$ cat src/rtl/usr_pkg.sv
// Shared encodings for the parametrised universal shift register.
// Mode select values and burst FSM states.
package usr_pkg;

    localparam logic [2:0] MODE_HOLD  = 3'b000;
    localparam logic [2:0] MODE_LOAD  = 3'b001;
    localparam logic [2:0] MODE_SHR   = 3'b010;
    localparam logic [2:0] MODE_SHL   = 3'b011;
    localparam logic [2:0] MODE_ROTR  = 3'b100;
    localparam logic [2:0] MODE_ROTL  = 3'b101;
    localparam logic [2:0] MODE_ASHR  = 3'b110;
    localparam logic [2:0] MODE_BURST = 3'b111;

    typedef enum logic [1:0] {
        ST_IDLE = 2'd0,
        ST_BUSY = 2'd1,
        ST_DONE = 2'd2
    } usr_state_t;

endpackage

$ cat src/rtl/usr_burst_ctrl.sv
// Burst-rotate controller: FSM, down-counter and direction latch.
// Drives rot_en/rot_dir for the register datapath during a burst.
module usr_burst_ctrl
    import usr_pkg::*;
#(
    parameter int CNT_W = 4
) (
    input  logic             c,
    input  logic             r,
    input  logic             start,
    input  logic [CNT_W-1:0] cnt,
    input  logic             bd,
    output logic             idle,
    output logic             busy,
    output logic             done,
    output logic             rot_en,
    output logic             rot_dir
);

    usr_state_t       state_q, state_d;
    logic [CNT_W-1:0] counter_q, counter_d;
    logic             dir_q, dir_d;

    always_ff @(posedge c) begin
        if (r) begin
            state_q   <= ST_IDLE;
            counter_q <= '0;
            dir_q     <= 1'b0;
        end else begin
            state_q   <= state_d;
            counter_q <= counter_d;
            dir_q     <= dir_d;
        end
    end

    always_comb begin
        state_d   = state_q;
        counter_d = counter_q;
        dir_d     = dir_q;
        unique case (state_q)
            ST_IDLE: begin
                if (start) begin
                    counter_d = cnt;
                    dir_d     = bd;
                    state_d   = (cnt != '0) ? ST_BUSY : ST_DONE;
                end
            end
            ST_BUSY: begin
                counter_d = counter_q - CNT_W'(1);
                if (counter_q == CNT_W'(1)) begin
                    state_d = ST_DONE;
                end
            end
            ST_DONE: state_d = ST_IDLE;
            default: state_d = ST_IDLE;
        endcase
    end

    assign idle    = (state_q == ST_IDLE);
    assign busy    = (state_q == ST_BUSY);
    assign done    = (state_q == ST_DONE);
    assign rot_en  = busy;
    assign rot_dir = dir_q;

endmodule

$ cat src/rtl/usr_param.sv
// Parametrised universal shift register with burst-rotate engine.
// Optional parity output enabled by defining USR_PARITY_EN.
module usr_param
    import usr_pkg::*;
#(
    parameter int WIDTH = 8,
    parameter int CNT_W = 4
) (
    input  logic             c,
    input  logic             r,
    input  logic [2:0]       s,
    input  logic [WIDTH-1:0] x,
    input  logic             z,
    input  logic [CNT_W-1:0] cnt,
    input  logic             bd,
    output logic [WIDTH-1:0] y,
    output logic             sor,
    output logic             sol,
`ifdef USR_PARITY_EN
    output logic             par,
`endif
    output logic             busy,
    output logic             done
);

    logic [WIDTH-1:0] y_q, y_d;
    logic             idle, start, rot_en, rot_dir;

    assign start = idle && (s == MODE_BURST);

    usr_burst_ctrl #(.CNT_W(CNT_W)) u_ctrl (
        .c       (c),
        .r       (r),
        .start   (start),
        .cnt     (cnt),
        .bd      (bd),
        .idle    (idle),
        .busy    (busy),
        .done    (done),
        .rot_en  (rot_en),
        .rot_dir (rot_dir)
    );

    always_ff @(posedge c) begin
        if (r) begin
            y_q <= '0;
        end else begin
            y_q <= y_d;
        end
    end

    // Mode select only acts while idle; a burst owns the register otherwise.
    always_comb begin
        y_d = y_q;
        if (idle) begin
            unique case (s)
                MODE_HOLD:  y_d = y_q;
                MODE_LOAD:  y_d = x;
                MODE_SHR:   y_d = {z, y_q[WIDTH-1:1]};
                MODE_SHL:   y_d = {y_q[WIDTH-2:0], z};
                MODE_ROTR:  y_d = {y_q[0], y_q[WIDTH-1:1]};
                MODE_ROTL:  y_d = {y_q[WIDTH-2:0], y_q[WIDTH-1]};
                MODE_ASHR:  y_d = {y_q[WIDTH-1], y_q[WIDTH-1:1]};
                MODE_BURST: y_d = y_q;
                default:    y_d = y_q;
            endcase
        end else if (rot_en) begin
            y_d = rot_dir ? {y_q[WIDTH-2:0], y_q[WIDTH-1]}
                          : {y_q[0], y_q[WIDTH-1:1]};
        end
    end

    assign y   = y_q;
    assign sor = y_q[0];
    assign sol = y_q[WIDTH-1];
`ifdef USR_PARITY_EN
    assign par = ^y_q;
`endif

endmodule
$ cat config.mk
export PLATFORM = sky130hd
export DESIGN_NAME = usr_param
export DESIGN_NICKNAME = d
export VERILOG_FILES = /design/src/rtl/usr_pkg.sv /design/src/rtl/usr_burst_ctrl.sv /design/src/rtl/usr_param.sv
export SDC_FILE = /design/constraint.sdc
export NUM_CORES = 1
export LEC_CHECK = 0
export ABC_AREA = 1
export ABC_CLOCK_PERIOD_IN_PS = 1600
export BUFFER_PORTS_ARGS = -buffer_cell sky130_fd_sc_hd__buf_2
export CAP_MARGIN = 20
export CORE_UTILIZATION = 52
export CTS_BUF_LIST = sky130_fd_sc_hd__clkbuf_16
export CTS_CLUSTER_DIAMETER = 30
export DETAILED_ROUTE_END_ITERATION = 7
export PLACE_DENSITY_LB_ADDON = 0.2
export SLEW_MARGIN = 40
export SYNTH_ARGS = -nofsm -noshare
export SYNTH_HDL_FRONTEND = slang
export SYNTH_SLANG_ARGS = --single-unit
$ cat constraint.sdc
create_clock -name c -period 1.6 [get_ports c]
set_clock_uncertainty 0.15 [all_clocks]
set_input_delay 0.08 -clock c [delete_from_list [all_inputs] [get_ports c]]
set_output_delay 0.08 -clock c [all_outputs]
set_load 0.05 [all_outputs]
# Word-level counts from Yosys, hierarchy flattened
# Cells that the tools add are included.
[totals]
out_inout_bits = 12
register_bits = 15
in_bits = 19
[classes]
n_eq_ne = 14
n_reduce_logical = 11
n_mux = 10
add_sub_neg = 1
[ops]
columns = ["operator", "n"]
rows = [
  ["case mux 8 bit (6 select lines)", 1],
  ["two-way mux 8 bit", 3],
  ["equality test 3 bit, second input constant", 4],
  ["case mux 4 bit (2 select lines)", 1],
  ["AND reduction 2 bit", 4],
  ["equality test 3 x 2 -> 1 bit, second input constant", 2],
  ["two-way mux 2 bit", 3],
  ["equality test 4 x 1 -> 1 bit, second input constant", 1],
  ["two-way mux 4 bit", 1],
  ["inequality test 2 x 1 -> 1 bit, second input constant", 2],
  ["inequality test 2 bit, second input constant", 2],
  ["case mux 2 bit (2 select lines)", 1],
  ["nonzero test 4 bit", 1],
  ["subtractor 4 x 1 -> 4 bit, second input constant", 1],
  ["equality test 3 x 1 -> 1 bit, second input constant", 1],
  ["zero test 3 bit", 1],
  ["AND reduction 3 bit", 1],
  ["equality test 2 x 1 -> 1 bit, second input constant", 1],
  ["equality test 2 bit, second input constant", 1],
  ["zero test 2 bit", 1],
  ["nonzero test 2 bit", 1],
  ["OR reduction 2 bit", 1],
  ["logical AND 1 bit", 1],
]

# Depth between registers and ports, before layout
[logic_depth]
ltp_word = 4
depth_mapped = 9
mapped_depth_nobuf = 8

# By module
# Synthesis repeated with hierarchy kept, for this count alone.
[hier_totals]
cells_unflattened = 207
area_unflattened_um2 = 1213.7
[by_module_without_submodules]
columns = ["module", "cells_per_inst", "area_each_um2", "instances", "seq_area_each_um2"]
rows = [
  ["usr_param", 143, 792.0, 1, 160.2],
  ["usr_burst_ctrl", 64, 421.7, 1, 140.1],
]

# Worst setup path before layout
# No wires, ideal clock.
[synth_path]
path_kind = "flip-flop to flip-flop"
startpoint = "register u_ctrl.state_q[0]"
endpoint = "register u_ctrl.counter_q[2]"
path_slack_ps = 115
stages_incl_launch_ff = 6
path_buffers = 0
t_required_ps = 1328
arrival_time_ps = 1212
path_cell_list = "dfxtp_1 -> nand2_2 -> inv_1 -> nand2_1 -> o22ai_1 -> a21oi_1"
[synth_rtl]
columns = ["element", "line_no", "text"]
rows = [
  ["from (decl)", "usr_burst_ctrl.sv:20", "usr_state_t state_q, state_d;"],
  ["from (signal assigned)", "usr_burst_ctrl.sv:30", "state_q <= state_d;"],
  ["equality test 2 x 1 -> 1 bit *", "n/a", ""],
  ["via busy", "usr_param.sv:22", "output logic busy,"],
  ["nonzero test 2 bit (no source line)", "n/a", ""],
  ["AND reduction 2 bit (no source line)", "n/a", ""],
  ["to (signal assigned)", "usr_burst_ctrl.sv:31", "counter_q <= counter_d;"],
  ["to (decl)", "usr_burst_ctrl.sv:21", "logic [CNT_W-1:0] counter_q, counter_d;"],
]
# The timed path passes the listed nets; every way through them passes the cells marked *.
# A chain may end at the register's enable or synchronous reset.

# Final worst setup path
[layout_path]
startpoint = "register u_ctrl.state_q[0]"
endpoint = "output busy"
[layout_between]
elab_chain_len = 1
[layout_lines]
columns = ["element", "line_no", "text"]
rows = [
  ["equality test 2 x 1 -> 1 bit", "usr_burst_ctrl.sv:60", "assign busy = (state_q == ST_BUSY);"],
  ["to (decl)", "usr_param.sv:22", ""],
]
# No other way between the ends.

==> metrics.cfg <==
[cells_and_area]
syn2layout_area_growth_pct=22.2
antenna_cells=0
nFillCells=193
fin_nets=249
multiInputGateArea_sq_um=767
stdcell_area_sq_um=1440
mostFrequentLayoutCells=60 x nand2_1, 36 x a21oi_1, 29 x buf_2, 19 x nor2_1, 15 x dfxtp_1
seqCellArea_sq_um=300
final_common_cell=nand2_1
drive_gt1_frac=0.225

[floorplanning]
core-area_sq_um=2040
pin_count=31
floorplan.initialDensity=0.576
die_y_microns=49.6
die_w_microns=49.6
die_area_sq_um=2460
placementRows=16

[route]
num_vias=1368
vias_per_cell=5.39
antenna_left=0
drc=0
wl_mm=3.07
wl_per_cell_microns=12.1
firstDrtPassIters=4
drt_iter0_drc=49

[place]
gp_congestion=0.839
dp_hpwl_mm=2.15
portBuffers=30
dpl-instance-area_sq_um=1330

[synthesis]
syn_inst=196
avgSynthCellArea_sq_um=6.00
ys_ff_latch=15
synth_warnings=0
seq_area_frac_synth=0.255
synth_nets=217
syn_area_sq_um=1180
yosysUniqueCellTypes=24

[sta]
max_freq_mhz=672
relSlewSlack=0.754
rsz0062_at_grt=false
worst_pin_slew_ps=368
tns_ps=0
period_share=0.930
setup_viol=0
whs_ps=12.2
drv_slew=0
layout_min_cycle_time_ps=1490
final_hold_viol_count=0

[worst_setup_path]
crit_path_start_kind=flip-flop
endpoint_kind=primary output
critPathTopFamily=flip-flops
cp_cell_sequence=nand2_4 -> inv_1 -> buf_4
crit_arrival_ps=1260
slowest_delay_ps=460
cp_slowest_cell=dfxtp_1
crit_required_ps=1370
path_buf_inv=2
worstPathMaxFanout=16
worstSetupPathDepth=3
reg2regPathDepth=4
crit_type=flip-flop to primary output

[power]
seqPwrFrac=0.330
ir_drop_v=0.000703
clkPwrFrac=0.337
cell_internal_pwr_mw=0.895
powerDensity_nw_per_um2=1000
p_sw_mw=0.547
power_leakage_nw=0.689
swShare=0.379
comb_power_share=0.333

[clock_tree]
cts_tree=done
numCtsBuffers=3
h-tree-depth=1
clockRootBuffer=clkbuf_16
path_clk_slew_ps=50
cts_setup_buffers=0
clock_sinks=15
clock_latency_ps=240
cts_buffer_depth=2

[global_routing]
grt_pass1_vias=1218
grt_overflow=0
grtUsageTotal=0.270
grt_first_pass_wirelength_mm=5.31
antenna_found_initial=0
grt_max_degree=17

[outcome]
outcome=finished, final reports clean

[min_path]
holdPathStages=3
min_path_type=input port to flip-flop

[job]
drv_cap=0

==> metal layers <==
layer  routed length [microns]  global-route usage
met4                         4              0.0667
met3                       236              0.0340
met1                      1390               0.366
met5                         0                   0
met2                      1450               0.450
==> final cells by class <==
class,instances,area share
multi-input combinational,157,0.534
inverter,17,0.0479
clock buffer,3,0.0522
clock inverter,1,0.00348
sequential,15,0.209
timing repair buffer,34,0.131
tap,27,0.0235
==> worst register-to-register path, stage by stage (launching register included) <==
cell and delay (ps):
dfxtp_1 370, nor2_4 230, clkinv_1 290, o21ai_0 260
nor4_1 70
==> repair_timing <==
item,4_1_cts,5_1_grt
gates resized for setup,1,1
setup endpoints to repair,1,2
hold buffers,2,0
hold endpoints to repair,4,0
==> synth_stat cells, drive strengths merged <==
cell type,n,area [sq um]
nand2,65,267
a21oi,36,180
nor2,20,82.6
dfxtp,15,300
inv,15,61.3
nand3,14,100
o21ai,14,70.1
buf,6,41.3
nand4,4,25.0
clkinv,2,7.51
ha,2,25.0
clkbuf,1,3.75
nor4,1,6.26
o22ai,1,6.26
==> registers in the layout, indices dropped and copies added (netlist names) <==
register          cells
u_ctrl.counter_q      4
u_ctrl.rot_dir        1
u_ctrl.state_q        2
y                     8
==> power by group through the flow <==
stage,registers (mW),clock network [mW],logic (mW)
floorplan,0.562,0,0.274
global placement,0.478,0,0.463
detailed placement,0.481,0,0.469
CTS,0.474,0.491,0.477
global route,0.481,0.505,0.533
finish,0.476,0.486,0.480
==> stage by stage <==
step	setup WS (ps)	util	std cells	total power, mW
floorplan	115	-	196	0.836
CTS	22.2	0.702	254	1.44
finish	112	0.704	254	1.44
global placement	176	0.651	248	0.940
detailed placement	122	0.651	248	0.950
global route	7.82	0.704	254	1.52
==> final timing paths <==
| check | start | endpoint | slack, ps |
|---|---|---|---|
| worst max-delay path | u_ctrl.state_q[0] | busy | 110 |
| worst min-delay path | cnt[2] | u_ctrl.counter_q[2] | 10 |
| worst max register to register | u_ctrl.state_q[0] | u_ctrl.state_q[1] | 130 |
| worst min register to register | u_ctrl.counter_q[3] | u_ctrl.counter_q[3] | 340 |
==> cell families after synthesis <==
family                   synth area share
AND/OR/NAND/NOR                     0.409
AO/OA/AOI/OAI                       0.218
adder cells (fa/ha/maj)            0.0213
buffers and inverters              0.0968
flip-flops                          0.255
No activity file was read; power rests on OpenSTA's default activity.
